### config.mk
export PLATFORM = sky130hd
export DESIGN_NAME = cp_apb_host
export DESIGN_NICKNAME = d
export VERILOG_FILES = /design/src/rtl/cp_apb_host.sv
export SDC_FILE = /design/constraint.sdc
export NUM_CORES = 1
export LEC_CHECK = 0
export ABC_AREA = 1
export CORE_UTILIZATION = 37
export DETAILED_ROUTE_END_ITERATION = 8
export PLACE_DENSITY = 0.73
export SLEW_MARGIN = 10
export SYNTH_ARGS = -nofsm -noshare
export SYNTH_HDL_FRONTEND = slang
export SYNTH_SLANG_ARGS = --single-unit
### constraint.sdc
create_clock -name iClk -period 5 [get_ports iClk]
set_input_delay 1 -clock iClk [delete_from_list [all_inputs] [get_ports iClk]]
set_output_delay 1 -clock iClk [all_outputs]
set_load 0.005 [all_outputs]
### src/rtl/cp_apb_host.sv
// cp_apb_host: APB initiator running one cipher job end to end.
// Define CP_HOST_TIMEOUT_EN to bound the interrupt wait with a watchdog.
module cp_apb_host #(
  parameter logic [15:0] P_TIMEOUT = 16'd4096
) (
  input  logic         iClk,
  input  logic         iRsn,
  input  logic         iJobSt,
  input  logic [11:0]  iByteSize,
  input  logic [127:0] iKey,
  output logic         oBusy,
  output logic         oJobDone,
  output logic         oErr,
  output logic         oSrcRd,
  input  logic [31:0]  iSrcDt,
  output logic         oDstWr,
  output logic [31:0]  oDstDt,
  output logic         oPsel,
  output logic         oPenable,
  output logic         oPwrite,
  output logic [15:0]  oPaddr,
  output logic [31:0]  oPwdata,
  input  logic [31:0]  iPrdata,
  input  logic         iPready,
  input  logic         iInt
);

  localparam logic [15:0] P_ADDR_KEY    = 16'h0010;
  localparam logic [15:0] P_ADDR_SIZE   = 16'h0020;
  localparam logic [15:0] P_ADDR_START  = 16'h0024;
  localparam logic [15:0] P_ADDR_INTCLR = 16'h0028;
  localparam logic [15:0] P_ADDR_INBUF  = 16'h1000;
  localparam logic [15:0] P_ADDR_OUTBUF = 16'h2000;

  typedef enum logic [3:0] {
    IDLE, KEY, DIN, CFG, GO, WAIT, DOUT, CLR, DONE
  } stateT;

  typedef enum logic [1:0] {
    S_GAP, S_SETUP, S_ACCESS
  } stepT;

  stateT        state, stateN, nxt;
  stepT         step, stepN;
  logic [9:0]   idx, idxN;
  logic [9:0]   nWords;
  logic [11:0]  sizeReg;
  logic [127:0] keyReg;
  logic [31:0]  srcWord;
  logic [31:0]  keyWord;
  logic [11:0]  sizeC;
  logic [9:0]   nCalc;
  logic         apbPh;
  logic         last;
  logic         xferDone;
  logic         accept;

  assign sizeC  = (iByteSize > 12'd2048) ? 12'd2048 : iByteSize;
  assign nCalc  = 10'((sizeC + 12'd3) >> 2);
  assign accept = (state == IDLE) && iJobSt;

`ifdef CP_HOST_TIMEOUT_EN
  logic        errReg, errN;
  logic [15:0] cnt, cntN;
`endif

  always_comb begin
    stateN   = state;
    stepN    = step;
    idxN     = idx;
    nxt      = IDLE;
    last     = 1'b1;
    apbPh    = 1'b0;
    xferDone = (step == S_ACCESS) && iPready;
`ifdef CP_HOST_TIMEOUT_EN
    errN     = errReg;
`endif
    unique case (state)
      KEY: begin
        apbPh = 1'b1;
        last  = (idx == 10'd3);
        nxt   = DIN;
      end
      DIN: begin
        apbPh = 1'b1;
        last  = (idx == nWords - 10'd1);
        nxt   = CFG;
      end
      CFG: begin
        apbPh = 1'b1;
        nxt   = GO;
      end
      GO: begin
        apbPh = 1'b1;
        nxt   = WAIT;
      end
      DOUT: begin
        apbPh = 1'b1;
        last  = (idx == nWords - 10'd1);
        nxt   = CLR;
      end
      CLR: begin
        apbPh = 1'b1;
        nxt   = DONE;
      end
      default: ;
    endcase

    if (state == IDLE) begin
      if (iJobSt) begin
        stateN = KEY;
        stepN  = S_GAP;
        idxN   = '0;
`ifdef CP_HOST_TIMEOUT_EN
        errN   = 1'b0;
`endif
      end
    end else if (state == KEY && sizeReg == 12'd0) begin
      stateN = DONE;
    end else if (state == WAIT) begin
      if (iInt) begin
        stateN = DOUT;
        stepN  = S_GAP;
        idxN   = '0;
      end
`ifdef CP_HOST_TIMEOUT_EN
      else if (cnt == P_TIMEOUT - 16'd1) begin
        stateN = CLR;
        stepN  = S_GAP;
        errN   = 1'b1;
      end
`endif
    end else if (state == DONE) begin
      stateN = IDLE;
    end else if (apbPh) begin
      unique case (step)
        S_GAP:   stepN = S_SETUP;
        S_SETUP: stepN = S_ACCESS;
        S_ACCESS: begin
          if (iPready) begin
            if (last) begin
              stateN = nxt;
              stepN  = S_GAP;
              idxN   = '0;
            end else begin
              stepN  = S_SETUP;
              idxN   = idx + 10'd1;
            end
          end
        end
        default: stepN = S_GAP;
      endcase
    end
  end

`ifdef CP_HOST_TIMEOUT_EN
  assign cntN = (state == WAIT && stateN == WAIT) ? cnt + 16'd1 : 16'd0;
  assign oErr = (state == DONE) && errReg;
`else
  assign oErr = 1'b0;
`endif

  assign oBusy    = (state != IDLE) && (state != DONE);
  assign oJobDone = (state == DONE);
  assign oPsel    = apbPh && (step != S_GAP);
  assign oPenable = apbPh && (step == S_ACCESS);
  assign oPwrite  = oPsel && (state != DOUT);
  // head word is fetched in the gap and on each non-final completion
  assign oSrcRd   = (state == DIN) &&
                    ((step == S_GAP) || (xferDone && !last));

  always_comb begin
    unique case (idx[1:0])
      2'd0: keyWord = keyReg[127:96];
      2'd1: keyWord = keyReg[95:64];
      2'd2: keyWord = keyReg[63:32];
      2'd3: keyWord = keyReg[31:0];
    endcase
  end

  always_comb begin
    oPaddr  = '0;
    oPwdata = '0;
    if (oPsel) begin
      unique case (state)
        KEY: begin
          oPaddr  = P_ADDR_KEY + {12'd0, idx[1:0], 2'b00};
          oPwdata = keyWord;
        end
        DIN: begin
          oPaddr  = P_ADDR_INBUF + {4'd0, idx, 2'b00};
          oPwdata = srcWord;
        end
        CFG: begin
          oPaddr  = P_ADDR_SIZE;
          oPwdata = {20'd0, sizeReg};
        end
        GO: begin
          oPaddr  = P_ADDR_START;
          oPwdata = 32'd1;
        end
        DOUT: oPaddr = P_ADDR_OUTBUF + {4'd0, idx, 2'b00};
        CLR: begin
          oPaddr  = P_ADDR_INTCLR;
          oPwdata = 32'd1;
        end
        default: ;
      endcase
    end
  end

  always_ff @(posedge iClk or negedge iRsn) begin
    if (!iRsn) begin
      state   <= IDLE;
      step    <= S_GAP;
      idx     <= '0;
      nWords  <= '0;
      sizeReg <= '0;
      keyReg  <= '0;
      srcWord <= '0;
      oDstWr  <= 1'b0;
      oDstDt  <= '0;
`ifdef CP_HOST_TIMEOUT_EN
      errReg  <= 1'b0;
      cnt     <= '0;
`endif
    end else begin
      state  <= stateN;
      step   <= stepN;
      idx    <= idxN;
      oDstWr <= (state == DOUT) && xferDone;
      if (accept) begin
        keyReg  <= iKey;
        sizeReg <= sizeC;
        nWords  <= nCalc;
      end
      if (oSrcRd)
        srcWord <= iSrcDt;
      if (state == DOUT && xferDone)
        oDstDt <= iPrdata;
`ifdef CP_HOST_TIMEOUT_EN
      errReg <= errN;
      cnt    <= cntN;
`endif
    end
  end

endmodule

==> results of run 1 <==
## placed cells by master (no fill, tap or decap), types with 6 or more instances in the layout
master           instances
a21oi_1                 60
a221oi_1                11
a31oi_1                 32
buf_4                   14
clkbuf_16               26
clkbuf_8                 8
clkdlybuf4s50_1        290
dfrtp_1                231
inv_1                   48
nand2_1                702
nand2_2                 13
nand3_1                 63
nand4_1                 18
nor2_1                  85
nor2_4                   6
nor3_1                  13
o21ai_0                 50
xor2_1                  11
## cell usage after synthesis (2+ instances only)
library cell	number	share of area, %
a21oi_1	60	2.7
nor2_1	88	3.0
nor2_2	4	0.22
buf_4	7	0.47
xnor2_1	2	0.16
buf_2	16	0.72
nor3_1	13	0.58
nand3_1	63	2.8
buf_6	3	0.30
o22ai_1	2	0.11
xor2_1	11	0.86
nand4_1	18	1.0
inv_1	49	1.6
a221oi_1	11	0.86
nor2_4	4	0.40
nand3_2	2	0.18
o21ai_0	50	2.2
nor4_1	2	0.11
nand2_1	702	24
inv_2	5	0.17
buf_1	2	0.067
a31oi_1	32	1.8
dfrtp_1	231	52
clkbuf_1	54	1.8
nand2_4	3	0.30
o211ai_1	3	0.20
ha_1	5	0.56
nand2_2	14	0.78
## metal layers
metal  track usage [%]  vias up  share of wire, %
met5                 0        -              0.12
met4              6.56        6               2.5
met3              4.82       66               8.1
met1              30.4     5140                44
li1                  -     5173                 -
met2              36.5      449                46
## final cells by class
class                      count  area share, %
antenna                        1         0.0164
clock buffer                  36           5.02
clock inverter                 8           1.01
inverter                      54           1.34
multi-input combinational   1102           31.8
sequential                   231           37.8
tap                          390           3.19
timing repair buffer         306           19.9
## flip-flops by register name, summed over array words and instances, names as in the netlist
signal,flops
nWords,10
state,4
keyReg,128
idx,10
oDstDt,32
step,2
srcWord,32
oDstWr,1
sizeReg,12
## power by group through the flow
stage,Sequential (mW),Combinational (mW),Clock [mW]
after floorplan,2.98,2.12,0
after global placement,3.10,3.19,0
after detailed placement,3.12,3.26,0
after CTS,3.11,3.28,2.07
after global routing,3.20,3.68,2.14
final,3.12,3.27,2.04
## worst max-delay path by stage
| stage | startpoint | end | slack (ns) | cells after the start |
|---|---|---|---|---|
| finish | idx[0] | oPwdata[4] | 0.55 | 8 |
| detailed placement | idx[1] | oPwdata[4] | 1.10 | 8 |
| floorplan | nWords[0] | oSrcRd | 2.23 | 14 |
| CTS | idx[1] | oPwdata[4] | 0.52 | 8 |
| global placement | idx[0] | oPwdata[4] | 1.15 | 8 |
| global route | idx[0] | oPwdata[4] | 0.27 | 8 |
## logic make-up (layout without fill, tap and decap cells)
group,Yosys count,after routing
adder cells (fa/ha/maj),5,5
buffers and inverters,137,404
other,1,6
flip-flops,231,231
AO/OA/AOI/OAI,164,164
AND/OR/NAND/NOR,915,915
XOR/XNOR,13,13
## per-stage QoR
step           utilization (%)  hold slack [ns]  worst slack (ns)
2_1_floorplan                -            0.442              2.23
3_3_place_gp              48.4            0.455              1.15
4_1_cts                   51.5            0.473             0.525
3_5_place_dp              48.4            0.460              1.10
6_report                  51.5            0.469             0.547
5_1_grt                   51.5            0.485             0.270
## critical path, delay by kind of cell (launching register included)
kind,cells,cell delay [ns]
buffers and inverters,3,1.53
adders and majority gates,1,0.21
AOI/OAI and AO/OA,3,0.49
and+or+nand+nor,1,0.26
DFF,1,0.42
==> results.yml, run 1 <==
run_status:
  status: "finished, final reports clean"
yosys:
  yosys_warnings: 0
  synthAdderAreaFrac_pct: 0.559
  synthMuxAreaShare_pct: 0
  syn_avg_cell_area_um2: 7.64
  synth_edf_count: 0
  synthArstFlopShare_pct: 100
  synth_ff_type: "dfrtp_1"
  synth_area_um2: 11200
  synth_simple_gate_area_share_pct: 33.1
  syn_inst: 1466
  post_synth_num_cell_types: 38
  synth-seq-area-share_pct: 51.6
  synth-compound-area-share_pct: 8.31
  synth-xor-area-share_pct: 1.02
  synth_top_family_by_area: "simple AND/OR/NAND/NOR gates"
  ys_seq_elements: 231
global_route:
  grt-ovfl-total: 0
  grt_pass1_vias: 10900
  grt_util_all_layers_pct: 22.6
  antenna_found_initial: 3
  grt_max_degree: 117
  grt_pass1_wl_mm: 55.6
critical_path:
  rr_worst_depth: 8
  cp.required_ns: 4.00
  reg2reg_from: "state[1]"
  r2r_end: "keyReg[101]"
  reg2reg_slack_ns: 2.09
  worstPathMaxFanout: 32
  crit_chain: "inv_1, ha_2, inv_1, o21ai_0, a31oi_1, a221oi_1, nor2_1, clkdlybuf4s50_1"
  worstSetupPathType: "flop to output pin"
  cp.arrival_ns: 3.45
  start_kind: "flop"
  end_kind: "output pin"
  crit_path_frequent_cell: "inv_1"
  cpMaxStageDelayCell: "inv_1"
  cp_slowest_stage_delay_ns: 0.85
placed_design:
  dp.cells: 2083
  placed_area_um2: 14400
  dp_hpwl_mm: 24.2
  gp_congestion: 0.909
  numPortBuffers: 291
floorplan:
  start_util_pct: 37.7
  rows: 63
  die_x_um: 176
  die_h_um: 176
  fp.coreArea_um2: 29700
  die_area_um2: 31000
  ios: 297
sta:
  setup_tns_ns: 0
  setup_viol: 0
  hold_viol_final: 0
  fin_crit_sh_pct: 89.1
  grt_setup_unrepaired: "false"
  fin_crit_ns: 4.45
  timing.fmax_mhz: 225
  maxSlewViolCount: 0
  worst_slew_pin_slew_ns: 1.18
  max-slew-margin-rel_pct: 21.1
  fin_worst_skew_ns: 0.0150
min_path:
  holdPathStages: 2
  hold_path_end: "oDstDt[22]"
  min-delay-start: "oDstDt[22]"
  hp-class: "flop to flop"
final_layout:
  multi_input_area_um2: 4860
  fillers: 2779
  drive_gt1_share_pct: 5.76
  fin_area_um2: 15300
  regArea_um2: 5780
  finalNetCount: 1935
  syn_to_final_growth_pct: 36.7
  final_cells: 2128
clocking:
  insertion_delay_ns: 0.53
  cts_root_buf: "clkbuf_16"
  clkTransAtPathRegs_ns: 0.06
  clock_path_buffers: 3
  ctsResizeCount: 0
  clkSinkCount: 231
  htree_levels: 1
  post_cts_buffers: 0
  cts_buffers: 26
  cts_tree: "done"
  ctsHoldBuffers: 0
power:
  p_sw_share_pct: 39.3
  p_comb_share_pct: 38.8
  power.total_mw: 8.42
  irDropWorstVdd_mv: 0.276
  p_per_area_nw_per_um2: 550
  cellLeakagePower_nw: 7.31
  p_switching_mw: 3.31
  seq_power_share_pct: 37.0
  clkPwrFrac_pct: 24.2
  p_int_mw: 5.11
job:
  maxCapViolations: 0
route:
  drc: 0
  dr.pass1.iters: 6
  wl_per_cell_um: 16.5
  viasPerCell: 5.09
  routed_wl_mm: 35.1
  postRouteAntennaNets: 0
  drt-initial-drc-count: 845
  num_vias: 10800
Power figures use the tool's default switching activity.
==> inputs of run 2 (changes only) <==
--- a/config.mk
+++ b/config.mk
@@ -8,7 +8,7 @@
 export ABC_AREA = 1
 export CORE_UTILIZATION = 37
 export DETAILED_ROUTE_END_ITERATION = 8
-export PLACE_DENSITY = 0.73
+export PLACE_DENSITY = 0.75
 export SLEW_MARGIN = 10
 export SYNTH_ARGS = -nofsm -noshare
 export SYNTH_HDL_FRONTEND = slang
==> constraint.sdc (replaced) <==
create_clock -name iClk -period 3.7 [get_ports iClk]
set_input_delay 0.74 -clock iClk [delete_from_list [all_inputs] [get_ports iClk]]
set_output_delay 0.74 -clock iClk [all_outputs]
set_load 0.005 [all_outputs]
==> run 2 against run 1 <==
  * Clock power is 29% higher
  * Critical path type unchanged
  * Clock-buffer cell count up 2
  * Register-to-register slack worse by 0.88 ns
  * Routed wire length up 1.2%
  * Largest power group unchanged
  * Highest routed layer unchanged
  * Sequential share of layout area decreased by 0.74 points
==> results.yml, run 2 (synthesis results as in run 1) <==
run_status:
  status: "finished, final reports clean"
final_layout:
  drive_gt1_share_pct: 8.06
  multi_input_area_um2: 4940
  syn_to_final_growth_pct: 39.6
  finalNetCount: 1957
  final_common_cell: "nand2_1"
  top_regs: "keyReg x128, oDstDt x32, srcWord x32"
  regArea_um2: 5790
  fillers: 2732
  final_cells: 2153
  final_cell_mix: "701 x nand2_1, 288 x clkdlybuf4s50_1, 226 x dfrtp_1"
  regMostFlops: "keyReg"
  largest_register_ffs: 128
route:
  routed_wl_mm: 35.6
  viasPerCell: 5.08
  drc: 0
  drt-initial-drc-count: 926
  postRouteAntennaNets: 0
  wl_per_cell_um: 16.5
  dr.pass1.iters: 5
  num_vias: 10900
clocking:
  htree_levels: 1
  clkTransAtPathRegs_ns: 0.06
  cts_buffers: 27
  insertion_delay_ns: 0.54
  clock_path_buffers: 3
  clkSinkCount: 231
  ctsHoldBuffers: 0
  cts_root_buf: "clkbuf_16"
  cts_tree: "done"
floorplan:
  start_util_pct: 37.7
  ios: 297
  die_area_um2: 31000
  rows: 63
  die_x_um: 176
  fp.coreArea_um2: 29700
  die_h_um: 176
power:
  p_int_mw: 6.96
  p_comb_share_pct: 40.9
  p_switching_mw: 4.63
  cellLeakagePower_nw: 7.47
  clkPwrFrac_pct: 22.8
  power.total_mw: 11.6
  p_per_area_nw_per_um2: 742
  p_sw_share_pct: 39.9
  irDropWorstVdd_mv: 0.338
  seq_power_share_pct: 36.4
critical_path:
  cpMaxStageDelayCell: "clkdlybuf4s50_1"
  end_kind: "output pin"
  cp.arrival_ns: 2.88
  start_kind: "flop"
  cp_slowest_stage_delay_ns: 0.52
  reg2reg_slack_ns: 1.21
  reg2reg_from: "state[0]"
  crit_chain: "inv_4, nand2_4, nor3_4, buf_6, clkbuf_16, o21ai_0, a31oi_1, a221oi_1, nor2_1, clkdlybuf4s50_1"
  r2r_end: "srcWord[10]"
  worstPathMaxFanout: 16
  crit_path_start: "state[3]"
  cp.required_ns: 2.96
  setup.worst_path.end: "oPwdata[7]"
  worstSetupPathType: "flop to output pin"
  rr_worst_depth: 16
sta:
  setup_tns_ns: 0
  fin_worst_skew_ns: 0.0172
  fin_crit_ns: 3.62
  setup_viol: 0
  worst_slew_pin_slew_ns: 0.949
  fin_crit_sh_pct: 97.9
  timing.hold.ws_ns: 0.188
  timing.fmax_mhz: 276
  hold_viol_final: 0
  grt_setup_unrepaired: "true"
  maxSlewViolCount: 0
  max-slew-margin-rel_pct: 36.7
  setup_slack_ns: 0.0763
global_route:
  grt-ovfl-total: 0
  antenna_found_initial: 6
  grt_max_degree: 85
  grt_pass1_wl_mm: 55.0
  grt_pass1_vias: 10700
  grt_util_all_layers_pct: 22.3
placed_design:
  dp.cells: 2091
  dp_hpwl_mm: 24.4
  numPortBuffers: 291
  pre_cts_ws_ns: 0.405
  gp_congestion: 0.936
min_path:
  hp-class: "input pin to asynchronous set/reset pin"
job:
  maxCapViolations: 0
-- run 2: changes by cell type in the layout (fill, tap and decap cells not counted), moves of 4 or more --
cell,change
nor2_1,-4
ha_4,+4
buf_12,+6
buf_4,+11
inv_1,-4
dfrtp_1,-5
dfrtp_2,+5
-- run 2: worst min-delay path by stage --
stage               startpoint          to  slack (ns)  depth (start not counted)
floorplan                 iRsn      idx[0]        0.44                          0
detailed placement  srcWord[3]  srcWord[3]        0.46                          2
global placement    oDstDt[12]  oDstDt[12]        0.45                          2
global route              iRsn   nWords[8]        0.24                          1
finish                    iRsn   nWords[8]        0.19                          1
CTS                       iRsn   keyReg[3]        0.21                          1
-- run 2: what timing repair did --
action | 4_1_cts | 5_1_grt
gates cloned | 0 | 1
gates resized for setup | 11 | 24
buffers inserted | 3 | 9
pin swaps | 1 | 4
endpoints found under the setup margin | 26 | 19
endpoints found under the hold margin | 0 | 0
-- run 2: area by class of cell --
cell class | instances | area share [%]
inverters | 54 | 1.33
repair buffers | 327 | 21.2
diodes | 1 | 0.0160
well taps | 390 | 3.12
clock buffers | 38 | 5.10
flip-flops and latches | 231 | 37.0
clock inverters | 10 | 0.585
multi-input cells | 1102 | 31.6
-- run 2: layer usage --
layer / global-route usage, % / vias to the layer above / routed length, µm
met5: 0 / - / 71
met4: 6.34 / 10 / 968
met3: 5.00 / 84 / 3100
met2: 35.7 / 463 / 16200
met1: 30.4 / 5162 / 15200
li1: - / 5224 / -
-- run 2: stage by stage --
step | instance area (µm²) | utilization [%]
2_1_floorplan | 11200 | -
3_3_place_gp | 14500 | 48.7
3_5_place_dp | 14500 | 48.7
4_1_cts | 15500 | 52.0
5_1_grt | 15600 | 52.6
6_report | 15600 | 52.6
-- run 2: worst max-delay path: cells and delay by family (launching register included) --
kind / cells / cell delay (ns)
compound gates: 3 / 0.38
flops: 1 / 0.47
simple gates: 3 / 0.50
buf+inv: 4 / 0.99
-- run 2: power by group through the flow --
stage	sequential, mW	clock, mW	combinational (mW)
floorplan	4.03	0	2.87
global placement	4.19	0	4.37
detailed placement	4.21	0	4.48
CTS	4.19	2.69	4.57
global route	4.32	2.79	5.29
finish	4.21	2.64	4.74
==> inputs of run 3 (changes only) <==
--- a/config.mk
+++ b/config.mk
@@ -8,7 +8,9 @@
 export ABC_AREA = 1
 export CORE_UTILIZATION = 37
 export DETAILED_ROUTE_END_ITERATION = 8
+export HOLD_SLACK_MARGIN = 0.1
 export PLACE_DENSITY = 0.75
+export SKIP_LAST_GASP = 1
 export SLEW_MARGIN = 10
 export SYNTH_ARGS = -nofsm -noshare
 export SYNTH_HDL_FRONTEND = slang
==> run 3 against run 2 <==
  * Die area did not move
  * Clock skew fell by 0.00053 ns
  * Sequential power about the same
  * Global-route usage is essentially flat
  * Critical path depth is 1 lower
  * Fmax rose by 0.38%
  * Via count fell by 0.25%
  * Power about the same
  * Combinational power about the same
  * Utilization barely moved
  * Critical endpoint is now oPwdata[1]
  * First-iteration DRC count fell by 1.4%
==> results.yml, run 3 (synthesis results as in run 1) <==
run_status:
  status: "finished, final reports clean"
final_layout:
  largest_register_ffs: 128
  multi_input_area_um2: 4930
  final_common_cell: "nand2_1"
  fin_util_pct: 52.5
  final_cell_mix: "701 x nand2_1, 290 x clkdlybuf4s50_1, 226 x dfrtp_1"
  regMostFlops: "keyReg"
  regArea_um2: 5790
  fillers: 2737
  syn_to_final_growth_pct: 39.5
  drive_gt1_share_pct: 8.05
  finalNetCount: 1958
  top_regs: "keyReg x128, oDstDt x32, srcWord x32"
clocking:
  ctsHoldBuffers: 0
  clkSinkCount: 231
  clock_path_buffers: 3
  htree_levels: 1
  insertion_delay_ns: 0.54
  cts_buffers: 27
  clkTransAtPathRegs_ns: 0.06
  cts_root_buf: "clkbuf_16"
  cts_tree: "done"
sta:
  fin_crit_ns: 3.61
  fin_crit_sh_pct: 97.6
  hold_viol_final: 0
  fin_worst_skew_ns: 0.0166
  worst_slew_pin_slew_ns: 0.947
  maxSlewViolCount: 0
  setup_tns_ns: 0
  setup_viol: 0
  grt_setup_unrepaired: "true"
  timing.fmax_mhz: 277
  max-slew-margin-rel_pct: 36.8
global_route:
  grt_util_all_layers_pct: 22.3
  grt_max_degree: 85
  grt_pass1_vias: 10700
  grt-ovfl-total: 0
  grt_pass1_wl_mm: 55.0
  antenna_found_initial: 6
critical_path:
  cp_slowest_stage_delay_ns: 0.54
  start_kind: "flop"
  worstPathMaxFanout: 15
  end_kind: "output pin"
  cpMaxStageDelayCell: "clkdlybuf4s50_1"
  rr_worst_depth: 16
  cp.required_ns: 2.96
  cp.arrival_ns: 2.87
  worstSetupPathType: "flop to output pin"
  crit_chain: "inv_4, nand2_4, nor3_4, buf_12, o21ai_0, a31oi_1, a221oi_1, nor2_1, clkdlybuf4s50_1"
placed_design:
  numPortBuffers: 291
  gp_congestion: 0.936
  dp_hpwl_mm: 24.4
power:
  p_comb_share_pct: 40.9
  p_per_area_nw_per_um2: 743
  clkPwrFrac_pct: 22.8
  p_int_mw: 6.97
  cellLeakagePower_nw: 7.44
  p_sw_share_pct: 39.9
  p_switching_mw: 4.63
  seq_power_share_pct: 36.3
  irDropWorstVdd_mv: 0.338
route:
  num_vias: 10900
  drt-initial-drc-count: 913
  dr.pass1.iters: 5
  postRouteAntennaNets: 0
  routed_wl_mm: 35.6
  viasPerCell: 5.07
  wl_per_cell_um: 16.5
  drc: 0
floorplan:
  start_util_pct: 37.7
  die_area_um2: 31000
  fp.coreArea_um2: 29700
  ios: 297
  die_x_um: 176
  rows: 63
  die_h_um: 176
job:
  maxCapViolations: 0
min_path:
  hp-class: "input pin to asynchronous set/reset pin"
## run 3: worst paths after layout
kind                             from     endpoint  slack, ns
min in group iClk          oDstDt[24]   oDstDt[24]       0.47
max in group asynchronous        iRsn   oDstDt[18]       2.63
max                          state[3]   oPwdata[1]       0.09
max reg2reg                  state[0]  srcWord[10]       1.21
min                              iRsn    nWords[8]       0.19
min reg2reg                oDstDt[24]   oDstDt[24]       0.47
## run 3: worst max-delay path: cells and delay by family (launching register included)
kind	cells	cell delay (ns)
buffers and inverters	3	0.84
DFF	1	0.44
AOI/OAI and AO/OA	3	0.43
and+or+nand+nor	3	0.62
## run 3: power by group through the flow
| stage | registers [mW] | logic (mW) | clock network [mW] |
|---|---|---|---|
| global placement | 4.19 | 4.37 | 0 |
| global route | 4.32 | 5.30 | 2.79 |
| floorplan | 4.03 | 2.87 | 0 |
| finish | 4.21 | 4.75 | 2.64 |
| detailed placement | 4.21 | 4.48 | 0 |
| CTS | 4.19 | 4.56 | 2.69 |
## run 3: layout make-up
class / count / area share, %
multi-input combinational: 1102 / 31.6
clock inverter: 10 / 0.585
inverter: 54 / 1.33
sequential: 231 / 37.1
antenna: 1 / 0.0160
timing repair buffer: 328 / 21.2
clock buffer: 38 / 5.10
tap: 390 / 3.12
## run 3: layer usage
layer	global-route usage, %	vias to the layer above	share of wire [%]
met4	6.34	10	2.7
met3	5.00	78	8.5
met1	30.4	5142	43
met2	35.7	467	46
li1	-	5219	-
met5	0	-	0.20
## run 3: what timing repair did
item,CTS,global route
buffers inserted,3,10
setup endpoints to repair,26,36
cloned,0,1
gates resized for setup,10,21
pin swaps,1,3
## run 3: stage by stage
stage / hold slack, ns / setup slack [ns] / total power, mW / std cells / area, µm²
2_1_floorplan: 0.442 / 1.19 / 6.90 / 1470 / 11200
3_3_place_gp: 0.454 / 0.479 / 8.56 / 2091 / 14500
3_5_place_dp: 0.459 / 0.405 / 8.69 / 2091 / 14500
4_1_cts: 0.214 / -0.00918 / 11.4 / 2142 / 15400
5_1_grt: 0.243 / -0.0269 / 12.4 / 2153 / 15600
6_report: 0.193 / 0.0902 / 11.6 / 2154 / 15600
